$ cat src/rtl/spi_slave_shift_engine.sv
// SPI slave data path for one chip-select lane: pclk-oversampled sclk/cs/mosi0,
// CPOL/CPHA edge selection, LSB-first receive and transmit with a one-word holding buffer.
module spi_slave_shift_engine #(
  parameter int NO_OF_SLAVES = 1,
  parameter int SLAVE_ID     = 0,
  parameter int CHAR_LENGTH  = 8,
  parameter bit CPOL         = 1'b0,
  parameter bit CPHA         = 1'b0
) (
  input  logic                    pclk,
  input  logic                    areset,
  input  logic                    sclk,
  input  logic [NO_OF_SLAVES-1:0] cs,
  input  logic                    mosi0,
  output logic                    miso0,
  input  logic [CHAR_LENGTH-1:0]  tx_data,
  input  logic                    tx_valid,
  output logic                    tx_ready,
  output logic [CHAR_LENGTH-1:0]  rx_data,
  output logic                    rx_valid,
  output logic                    tx_underrun,
  output logic                    frame_err
);

  localparam int CW = $clog2(CHAR_LENGTH);

  typedef enum logic {IDLE = 1'b0, ACTIVE = 1'b1} state_t;

  state_t                 state_reg, state_next;
  logic [2:0]             sclk_sync_reg;
  logic [2:0]             cs_sync_reg;
  logic [1:0]             mosi_sync_reg;
  logic [CW-1:0]          bit_cnt_reg, bit_cnt_next;
  logic [CHAR_LENGTH-1:0] rx_shift_reg, rx_shift_next;
  logic [CHAR_LENGTH-1:0] tx_shift_reg, tx_shift_next;
  logic [CHAR_LENGTH-1:0] buf_reg, buf_next;
  logic                   buf_full_reg, buf_full_next;
  logic [CHAR_LENGTH-1:0] rx_data_reg, rx_data_next;
  logic                   rx_valid_reg, rx_valid_next;
  logic                   underrun_reg, underrun_next;
  logic                   frame_err_reg, frame_err_next;
  logic                   miso_reg, miso_next;

  logic sclk_rise, sclk_fall, leading_edge, trailing_edge;
  logic sample_edge, shift_edge, cs_fall, cs_rise, mosi_s;
  logic word_done, load, buf_write;
  logic [CHAR_LENGTH-1:0] rx_assembled;
  logic cs_unused;

  // Only cs[SLAVE_ID] matters; the reduction just marks the other lanes as deliberately ignored.
  assign cs_unused = ^cs;

  always_ff @(posedge pclk or negedge areset) begin
    if (!areset) begin
      sclk_sync_reg <= {3{CPOL}};
      cs_sync_reg   <= 3'b111;
      mosi_sync_reg <= 2'b00;
    end else begin
      sclk_sync_reg <= {sclk_sync_reg[1:0], sclk};
      cs_sync_reg   <= {cs_sync_reg[1:0], cs[SLAVE_ID]};
      mosi_sync_reg <= {mosi_sync_reg[0], mosi0};
    end
  end

  assign sclk_rise     = sclk_sync_reg[1] & ~sclk_sync_reg[2];
  assign sclk_fall     = ~sclk_sync_reg[1] & sclk_sync_reg[2];
  assign leading_edge  = CPOL ? sclk_fall : sclk_rise;
  assign trailing_edge = CPOL ? sclk_rise : sclk_fall;
  assign sample_edge   = CPHA ? trailing_edge : leading_edge;
  assign shift_edge    = CPHA ? leading_edge : trailing_edge;
  assign cs_fall       = ~cs_sync_reg[1] & cs_sync_reg[2];
  assign cs_rise       = cs_sync_reg[1] & ~cs_sync_reg[2];
  assign mosi_s        = mosi_sync_reg[1];

  assign word_done = (state_reg == ACTIVE) && sample_edge &&
                     (bit_cnt_reg == CW'(CHAR_LENGTH - 1));
  assign buf_write = tx_valid & ~buf_full_reg;

  always_comb begin
    rx_assembled              = rx_shift_reg;
    rx_assembled[bit_cnt_reg] = mosi_s;
  end

  always_ff @(posedge pclk or negedge areset) begin
    if (!areset) state_reg <= IDLE;
    else         state_reg <= state_next;
  end

  always_comb begin
    state_next = state_reg;
    case (state_reg)
      IDLE:    if (cs_fall) state_next = ACTIVE;
      ACTIVE:  if (cs_rise) state_next = IDLE;
      default: state_next = IDLE;
    endcase
  end

  always_comb begin
    bit_cnt_next   = bit_cnt_reg;
    rx_shift_next  = rx_shift_reg;
    tx_shift_next  = tx_shift_reg;
    rx_data_next   = rx_data_reg;
    rx_valid_next  = 1'b0;
    underrun_next  = 1'b0;
    frame_err_next = 1'b0;
    miso_next      = miso_reg;
    load           = 1'b0;
    case (state_reg)
      IDLE: begin
        miso_next = 1'b0;
        if (cs_fall) begin
          load         = 1'b1;
          bit_cnt_next = '0;
        end
      end
      ACTIVE: begin
        if (cs_rise) begin
          // A final sample arriving with the cs release still completes the word.
          miso_next      = 1'b0;
          bit_cnt_next   = '0;
          tx_shift_next  = '0;
          frame_err_next = (bit_cnt_reg != '0) && !word_done;
          if (word_done) begin
            rx_data_next  = rx_assembled;
            rx_valid_next = 1'b1;
          end
        end else begin
          if (sample_edge) begin
            rx_shift_next = rx_assembled;
            if (word_done) begin
              bit_cnt_next  = '0;
              rx_data_next  = rx_assembled;
              rx_valid_next = 1'b1;
              load          = 1'b1;
            end else begin
              bit_cnt_next = bit_cnt_reg + CW'(1);
            end
          end
          if (shift_edge) begin
            // With CPHA=0 a zero count means a fresh word already sits on miso0.
            if (CPHA) begin
              miso_next     = tx_shift_reg[0];
              tx_shift_next = tx_shift_reg >> 1;
            end else if (bit_cnt_reg != '0) begin
              miso_next     = tx_shift_reg[1];
              tx_shift_next = tx_shift_reg >> 1;
            end
          end
        end
      end
      default: miso_next = 1'b0;
    endcase
    if (load) begin
      tx_shift_next = buf_full_reg ? buf_reg : '0;
      underrun_next = ~buf_full_reg;
      if (!CPHA) miso_next = buf_full_reg & buf_reg[0];
    end
  end

  // A load in the same cycle as a write takes the old (empty) buffer; the write still lands.
  assign buf_full_next = (buf_full_reg & ~load) | buf_write;
  assign buf_next      = buf_write ? tx_data : buf_reg;

  always_ff @(posedge pclk or negedge areset) begin
    if (!areset) begin
      bit_cnt_reg   <= '0;
      rx_shift_reg  <= '0;
      tx_shift_reg  <= '0;
      buf_reg       <= '0;
      buf_full_reg  <= 1'b0;
      rx_data_reg   <= '0;
      rx_valid_reg  <= 1'b0;
      underrun_reg  <= 1'b0;
      frame_err_reg <= 1'b0;
      miso_reg      <= 1'b0;
    end else begin
      bit_cnt_reg   <= bit_cnt_next;
      rx_shift_reg  <= rx_shift_next;
      tx_shift_reg  <= tx_shift_next;
      buf_reg       <= buf_next;
      buf_full_reg  <= buf_full_next;
      rx_data_reg   <= rx_data_next;
      rx_valid_reg  <= rx_valid_next;
      underrun_reg  <= underrun_next;
      frame_err_reg <= frame_err_next;
      miso_reg      <= miso_next;
    end
  end

  assign miso0       = miso_reg;
  assign tx_ready    = ~buf_full_reg;
  assign rx_data     = rx_data_reg;
  assign rx_valid    = rx_valid_reg;
  assign tx_underrun = underrun_reg;
  assign frame_err   = frame_err_reg;

endmodule

$ cat config.mk
export PLATFORM = sky130hd
export DESIGN_NAME = spi_slave_shift_engine
export DESIGN_NICKNAME = d
export VERILOG_FILES = /design/src/rtl/spi_slave_shift_engine.sv
export SDC_FILE = /design/constraint.sdc
export NUM_CORES = 1
export LEC_CHECK = 0
export ABC_CLOCK_PERIOD_IN_PS = 2300
export CORE_MARGIN = 5
export CORE_UTILIZATION = 25
export DETAILED_ROUTE_END_ITERATION = 12
export DONT_BUFFER_PORTS = 1
export HOLD_SLACK_MARGIN = 0.1
export SLEW_MARGIN = 20
export SYNTH_ARGS = -nofsm -noshare
export SYNTH_HDL_FRONTEND = slang
export SYNTH_SLANG_ARGS = --single-unit
$ cat constraint.sdc
create_clock -name pclk -period 2.3 [get_ports pclk]
set_clock_uncertainty 0.1 [all_clocks]
set_input_delay 0.23 -clock pclk [delete_from_list [all_inputs] [get_ports pclk]]
set_output_delay 0.23 -clock pclk [all_outputs]
set_load 0.005 [all_outputs]
# Word-level counts from Yosys, hierarchy flattened
# Index checks and enable logic that the tools add are counted.
# totals
out_inout_bits	13
ff_bits	49
word_cells	87
# op_classes
n_addsub	1
eq_ne	5
n_reduce_logical	15
muxes	34
bitwise_logic	16
order_cmp	2
# op_table
operator	n
$mux 8	9
$mux 1	15
$mux 3	4
$reduce_bool 3->1	3
$bwmux 8	1
$ne 4x1->1 const B	2
$not 1->1	8
$and 1x1->1	7
$pmux 1 s2	3
$pmux 3 s2	1
$reduce_and 2->1	3
$reduce_and 3->1	2
$logic_and 1x1->1	4
$lt 3x4->1 const B	1
$reduce_bool 2->1	2
$add 3x1->3 const B	1
$demux 1 s3	1
$eq 3x3->1 const B	1
$ge 3x1->1 const B	1
$ne 3x1->1 const B	1
$ne 2x2->1 const B	1
$logic_not 1->1	1
$or 1x1->1	1

# Depth between registers and ports, before layout
# Gate-level depths: netlist (run 1).
# depth
ltp_word	11
ltp_mapped	8

# Worst setup path before layout (run 1)
# Ideal clock, no wire load.
# synth_path
path_type	reg2reg
startpoint	register bit_cnt_reg[0]
endpoint	register tx_shift_reg[6]
period_less_slack_ps	2001
stages_incl_launch_ff	8
setup_ps	131
arrival_ps	1771
path_slack_ps	299
cell_sequence	dfrtp_1 clkbuf_1 inv_1 ha_1 nor2b_1 o311ai_2 a21o_1 a31oi_1
# synth_via
elab_chain_cells	8
elab_cells_between_ends	12
cone_classes	1 x eq/ne; 5 x mux; 6 x reduce/logical
# synth_rtl
item	line_no	source
start: declaration	33	logic [CW-1:0] bit_cnt_reg, bit_cnt_next;
start signal: assignment	177	bit_cnt_reg <= bit_cnt_next;
$eq 3x3->1	76	(bit_cnt_reg == CW'(CHAR_LENGTH - 1));
$logic_and 1x1->1	75	assign word_done = (state_reg == ACTIVE) && sample_edge &&
$mux 1	130	if (word_done) begin
$mux 1	128	if (sample_edge) begin
$mux 1	117	if (cs_rise) begin
$pmux 1 s2	108	case (state_reg)
$reduce_bool 3->1 (no line) or $reduce_bool 2->1 (tied branches)	--	
$reduce_and 3->1 (no line)	--	
end signal: assignment	179	tx_shift_reg <= tx_shift_next;
end: declaration	35	logic [CHAR_LENGTH-1:0] tx_shift_reg, tx_shift_next;
# Several ways; a longest one is shown, not always the timed one.
# A chain may end at the register's enable or synchronous reset.

# Worst setup path in the final report (run 1)
# layout_path
startpoint	register bit_cnt_reg[2]
endpoint	register buf_full_reg
# layout_via
elab_chain_cells	9
# layout_rtl
item	line_no	source
$eq 3x3->1	76	
$logic_and 1x1->1	75	
$mux 1	130	
$mux 1	128	
$mux 1	117	
$pmux 1 s2	108	
$not 1->1	161	assign buf_full_next = (buf_full_reg & ~load) | buf_write;
$and 1x1->1	161	
$or 1x1->1	161	
via buf_full_next	37	logic buf_full_reg, buf_full_next;
end signal: assignment	181	buf_full_reg <= buf_full_next;
end: declaration	37	
# The timed path passes the listed nets, and every way through them passes these cells.

==> metrics.md, run 1 <==
| Metric | Value |
|---|---|
| CTS tree | `yes` |
| Drt first pass iters | `5` |
| Layout cells sized above 1 | `0.164` |
| Most common cell after layout, fill and taps aside | `dfrtp_1` |
| Worst r2r dst | `buf_full_reg$_DFF_PN0_` |
| Maximum number of pins on one net before global-route repair | `a little under 50` |
| Cell Area, Synth | `2170 um^2` |
| Syn Inst Count | `198` |
| Synthesized area per cell | `~11 um^2` |
| Hpwl dp | `between 2000 and 3000 um` |
| Mapped Nets | `around 220` |
| DR DRC count | `0` |
| Global-route wire length before repair | `between 6000 and 7000 um` |
| Antenna Nets Post-Route | `0` |
| Final Critical Period | `approximately 2.0 ns` |
| Post-synth EDFFs | `0` |
| Final Non-Filler Cells | `322` |
| Fin crit share | `0.850` |
| Initial antenna violation count | `0` |
| Routability cong. | `about 0.8` |
| Register area share after synthesis | `0.556` |
| Worst Setup Path Type | `flop to flop` |
| CP endpoint | `buf_full_reg$_DFF_PN0_` |
| Worst Path Max Fanout | `13` |
| Max Cap Viol | `0` |
| Clock Tree Buf Depth | `2` |
| Vias per inst | `4.61` |
| Critical R2R Launch | `bit_cnt_reg[2]$_DFFE_PN0P_` |
| Highest achievable clock rate | `~0.5 GHz` |
| Critical Path RT | `about 2.4 ns` |
| Reg-to-reg setup timing slack | `approximately 0.34 ns` |
| Fraction of registers with async set or reset after synthesis | `1.00` |
| Root Driver | `clkbuf_8` |
| Leak Pwr | `0.00116 uW` |
| Synth warnings | `0` |
| Vias in the first global route | `between 1000 and 1500` |
| Element type at the critical path start | `flop` |
| FF+latch count, synth | `48` |
| Fill cell count | `just under 900` |
| Post-cts resize count | `0` |
| R2R cell count | `5` |
| Slew Limit Fails | `0` |
| Post-synth top flop | `dfrtp_1` |
| DRT iter0 DRCs | `45` |
| Slew margin rel. | `0.655` |
| Pwr Density | `between 900 and 1000 nW/um^2` |
| Worst endpoint data arrival time | `2.05 ns` |
| Site row count | `34` |
| # port buffers | `0` |
| Peak supply drop | `0.000568 V` |
| Area grow syn2layout | `20.4%` |
| Most frequent cells in the layout | `45 x dfrtp_1, 22 x nand2_1, 12 x nor2_1, 12 x mux2_2, 12 x dlygate4sd3_1` |
| Status | `finished clean` |
| Count of final setup violators | `0` |
| Num CTS Buffers | `5` |
| Top cells by area, synth | `dfrtp_1 52%, mux2_2 6.2%, nand2_1 3.8%` |
| CP Launch Point | `bit_cnt_reg[2]$_DFFE_PN0P_` |
| Post-CTS Setup Bufs | `0` |
| Sum Neg Setup Slack | `0 ns` |
| Clock tree sinks | `between 40 and 50` |
| Unrepaired setup endpoints after global routing | `false` |
| Hold-fix buffer count after cts | `13` |
| Antenna cells | `0` |
| Die Height | `103 um` |
| Final wirelength | `slightly below 4000 um` |
| CTS HTree Levels | `2` |
| Io pins | `27` |
| Clock latency at the later pin of the worst-skew pair | `between 0.2 and 0.3 ns` |
| Die area | `between 10000 and 15000 um^2` |
| Final hold vios | `0` |
| Critical path capture point type | `flop` |
| Worst Hold Class | `primary input to flop` |
| Post-synth top area cell | `dfrtp_1` |
| Fin nets | `230` |
| DR WL/cell | `12.3 um` |
| Synth cell types | `34` |
| Reg clk slew, reported paths | `~0.090 ns` |
| Vias | `~1500` |
| Aggregate global routing overflow | `0` |
| Least-Margin Pin Slew | `between 0.5 and 0.6 ns` |
| CORE AREA | `between 8000 and 9000 um^2` |
| Die W | `about 100 um` |
| Inst Count DP | `between 300 and 400` |
| Top-area cell type share of the netlist area | `0.520` |
| Hold depth | `3` |
| Total GRT Usage | `0.0802` |
| Starting Density | `0.252` |
worst max-delay path: stages, from the launching register on:
cell and delay [ns]:
dfrtp_1 0.56, ha_1 0.23, nand4b_2 0.23, a21oi_2 0.40, nor2_1 0.15, a21o_1 0.19
area by class of cell:
| type | instances | area (um^2) | share of cell area |
|---|---|---|---|
| clock inverter | 3 | 90.1 | 0.0345 |
| timing repair buffer | 20 | 200 | 0.0767 |
| sequential | 48 | 1200 | 0.462 |
| multi-input combinational | 130 | 880 | 0.337 |
| clock buffer | 5 | 68.8 | 0.0264 |
| tap | 108 | 135 | 0.0518 |
| inverter | 8 | 30.0 | 0.0115 |
cells in the mapped netlist (4+ instances only):
| cell | n |
|---|---|
| a21o_1 | 4 |
| o211ai_1 | 7 |
| clkbuf_1 | 7 |
| o21ai_0 | 10 |
| a211oi_1 | 6 |
| nand2b_1 | 6 |
| nand3_1 | 5 |
| mux2i_1 | 8 |
| nor2b_1 | 5 |
| inv_1 | 7 |
| dfrtp_1 | 45 |
| nor3_1 | 5 |
| nand2_1 | 22 |
| mux2_1 | 4 |
| mux2_2 | 12 |
| nor2_1 | 12 |
| a31oi_1 | 6 |
how the worst min path moves through the flow:
stage	from	slack [ns]	to
after global placement	areset	-0.16	rx_data[6]$_DFFE_PN0P_
after global routing	tx_valid	0.25	buf_full_reg$_DFF_PN0_
after detailed placement	areset	-0.16	rx_data[6]$_DFFE_PN0P_
after floorplan	areset	-0.17	bit_cnt_reg[0]$_DFFE_PN0P_
after CTS	tx_valid	0.23	buf_full_reg$_DFF_PN0_
final	tx_valid	0.24	buf_full_reg$_DFF_PN0_
kinds of logic (layout without fill, tap and decap cells):
kind of cell,after synthesis,after routing,share of synthesized area
AOI/OAI and AO/OA,42,42,0.133
adders and majority gates,3,3,0.0173
buffers and inverters,20,36,0.0381
DFF,48,48,0.556
muxes,24,24,0.120
and+or+nand+nor,61,61,0.135
power by group:
part	internal [uW]	total (uW)	switching, uW	leakage [uW]
combinational	224	409	186	0.000481
sequential	1020	1160	136	0.000600
clock	543	825	282	0.0000784
per-stage QoR:
step / utilization / cell area, um^2 / hold slack (ns) / total power, uW / setup slack [ns]
3_3_place_gp: 0.268 / 2300 / -0.164 / 1540 / 0.443
6_report: 0.304 / 2610 / 0.239 / 2390 / 0.345
3_5_place_dp: 0.268 / 2300 / -0.164 / 1550 / 0.401
2_1_floorplan: - / 2170 / -0.166 / 1450 / 0.299
5_1_grt: 0.304 / 2610 / 0.251 / 2530 / 0.151
4_1_cts: 0.304 / 2610 / 0.231 / 2430 / 0.355
per-layer routing:
metal / global-route usage / up-vias / routed length (um)
li1: - / 725 / -
met1: 0.113 / 718 / 1980
met2: 0.116 / 38 / 1720
met3: 0.0304 / 4 / 247
met4: 0.0179 / 0 / 33
met5: 0 / - / 0
Note: power is estimated with default switching activity, not from simulation.
==> run 2: changes to the inputs <==
--- a/config.mk
+++ b/config.mk
@@ -5,7 +5,7 @@
 export SDC_FILE = /design/constraint.sdc
 export NUM_CORES = 1
 export LEC_CHECK = 0
-export ABC_CLOCK_PERIOD_IN_PS = 2300
+export ABC_CLOCK_PERIOD_IN_PS = 2250
 export CORE_MARGIN = 5
 export CORE_UTILIZATION = 25
 export DETAILED_ROUTE_END_ITERATION = 12
==> constraint.sdc (replaced) <==
create_clock -name pclk -period 2.25 [get_ports pclk]
set_clock_uncertainty 0.1 [all_clocks]
set_input_delay 0.225 -clock pclk [delete_from_list [all_inputs] [get_ports pclk]]
set_output_delay 0.225 -clock pclk [all_outputs]
set_load 0.005 [all_outputs]
==> run 2 against run 1 <==
Worst setup slack got worse by 0.032 ns; cell count up 0.31%; core utilization decreased by 0.68 points; combinational power rose by 12%; cell area is 2.3% lower; non-clock buffer count grew 1.
==> metrics.md, run 2 (synthesis results as in run 1) <==
| Metric | Value |
|---|---|
| Placed inst area | `between 2000 and 2500 um^2` |
| Maximum number of pins on one net before global-route repair | `~50` |
| Starting Density | `0.252` |
| Clock Tree Buf Depth | `2` |
| Vias per inst | `approximately 4.6` |
| Count of final setup violators | `0` |
| Setup WS post-layout | `0.312 ns` |
| # port buffers | `0` |
| Slowest CP cell | `dfrtp_1` |
| Worst r2r dst | `buf_full_reg$_DFF_PN0_` |
| Num CTS Buffers | `5` |
| Min-delay src | `tx_valid` |
| Critical path capture point type | `flop` |
| Least-Margin Pin Slew | `between 0.5 and 0.6 ns` |
| Element type at the critical path start | `flop` |
| Most frequent cells in the layout | `45 x dfrtp_1, 22 x nand2_1, 12 x nor2_1, 12 x mux2_2, 12 x dlygate4sd3_1` |
| Reg clk slew, reported paths | `0.09 ns` |
| Aggregate global routing overflow | `0` |
| Leak Pwr | `0.00114 uW` |
| Unrepaired setup endpoints after global routing | `false` |
| Final Critical Period | `about 1.9 ns` |
| Fill cell count | `approximately 900` |
| Global-route wire length before repair | `7040 um` |
| Area grow syn2layout | `17.7%` |
| CTS HTree Levels | `2` |
| CTS tree | `yes` |
| Routability cong. | `just under 0.8` |
| Io pins | `27` |
| Root Driver | `clkbuf_8` |
| Antenna Nets Post-Route | `0` |
| Highest achievable clock rate | `0.516 GHz` |
| Site row count | `34` |
| Worst hold slack | `approximately 0.24 ns` |
| Hpwl dp | `~2700 um` |
| DR WL/cell | `around 12 um` |
| CORE AREA | `approximately 8600 um^2` |
| Antenna cells | `0` |
| Slew margin rel. | `0.665` |
| Peak supply drop | `~0.00056 V` |
| Pwr Density | `about 840 nW/um^2` |
| Status | `finished clean` |
| Clock tree sinks | `between 40 and 50` |
| Final instance area | `around 2500 um^2` |
| Worst Setup Path Type | `flop to flop` |
| Worst endpoint data arrival time | `2.03 ns` |
| DRT iter0 DRCs | `between 70 and 80` |
| Clock latency at the later pin of the worst-skew pair | `between 0.2 and 0.3 ns` |
| Worst Path Max Fanout | `13` |
| Hold depth | `3` |
| CP Cell Sequence | `ha_1 > nand4b_2 > a21oi_2 > nor2_1 > a21o_1` |
| Final hold vios | `0` |
| Die Height | `roughly 100 um` |
| Most common cell after layout, fill and taps aside | `dfrtp_1` |
| DR DRC count | `0` |
| Max Cap Viol | `0` |
| R2R cell count | `5` |
| Fin crit share | `0.861` |
| Drt first pass iters | `4` |
| Layout cells sized above 1 | `0.167` |
| Slew Limit Fails | `0` |
| Critical R2R Launch | `bit_cnt_reg[2]$_DFFE_PN0P_` |
| Total GRT Usage | `0.0836` |
| Die area | `between 10000 and 15000 um^2` |
| Reg-to-reg setup timing slack | `roughly 0.31 ns` |
| Post-cts resize count | `0` |
| Critical Path Max Stage Delay | `approximately 0.56 ns` |
| Die W | `about 100 um` |
| Final wirelength | `around 4000 um` |
| Hold Path Sink | `buf_full_reg$_DFF_PN0_` |
| Vias in the first global route | `roughly 1500` |
| Vias | `1475` |
| Fin nets | `roughly 230` |
| Initial antenna violation count | `0` |
| Sum Neg Setup Slack | `0 ns` |
| Worst Hold Class | `primary input to flop` |
| Post-place setup slack | `about 0.34 ns` |
| Critical Path RT | `between 2 and 2.5 ns` |
run 2: cell type report:
class                      count  area [um^2]  share of cell area
inverter                       8         30.0              0.0118
multi-input combinational    130          880               0.345
tap                          108          135              0.0530
clock buffer                   6         82.6              0.0324
sequential                    48         1200               0.473
clock inverter                 2         10.0             0.00393
timing repair buffer          21          208              0.0815
run 2: how the worst max path moves through the flow:
stage / start / end / slack [ns] / cells past startpoint
global route: bit_cnt_reg[2]$_DFFE_PN0P_ / tx_shift_reg[3]$_DFFE_PN0P_ / 0.10 / 5
floorplan: bit_cnt_reg[0]$_DFFE_PN0P_ / tx_shift_reg[6]$_DFFE_PN0P_ / 0.25 / 7
global placement: bit_cnt_reg[2]$_DFFE_PN0P_ / buf_full_reg$_DFF_PN0_ / 0.40 / 5
finish: bit_cnt_reg[2]$_DFFE_PN0P_ / buf_full_reg$_DFF_PN0_ / 0.31 / 5
detailed placement: bit_cnt_reg[2]$_DFFE_PN0P_ / buf_full_reg$_DFF_PN0_ / 0.34 / 5
CTS: bit_cnt_reg[2]$_DFFE_PN0P_ / buf_full_reg$_DFF_PN0_ / 0.31 / 5
run 2: critical path, delay by kind of cell, from the launching register on:
family,cells,cell delay (ns)
AND/OR/NAND/NOR,2,0.35
flip-flops,1,0.56
AO/OA/AOI/OAI,2,0.58
adder cells (fa/ha/maj),1,0.25
run 2: timing repair:
item | 4_1_cts | 5_1_grt
buffers inserted | 0 | 0
endpoints found under the hold margin | 59 | 0
hold buffers | 13 | 0
run 2: report_power, final:
group / leakage (uW) / internal [uW] / switching (uW) / total, uW
combinational: 0.000486 / 240 / 217 / 457
sequential: 0.000600 / 1040 / 119 / 1160
clock: 0.0000510 / 246 / 277 / 522
run 2: through the flow:
stage               total power, uW  instances  utilization
floorplan                      1480        198            -
global route                   2300        323        0.297
global placement               1590        302        0.269
CTS                            2180        323        0.297
finish                         2140        323        0.297
detailed placement             1600        302        0.269
run 2: layer usage:
metal | routed length [um] | vias up | GRT usage
li1 | - | 731 | -
met1 | 1950 | 700 | 0.113
met2 | 1690 | 39 | 0.124
met3 | 292 | 5 | 0.0291
met4 | 49 | 0 | 0.0299
met5 | 0 | - | 0
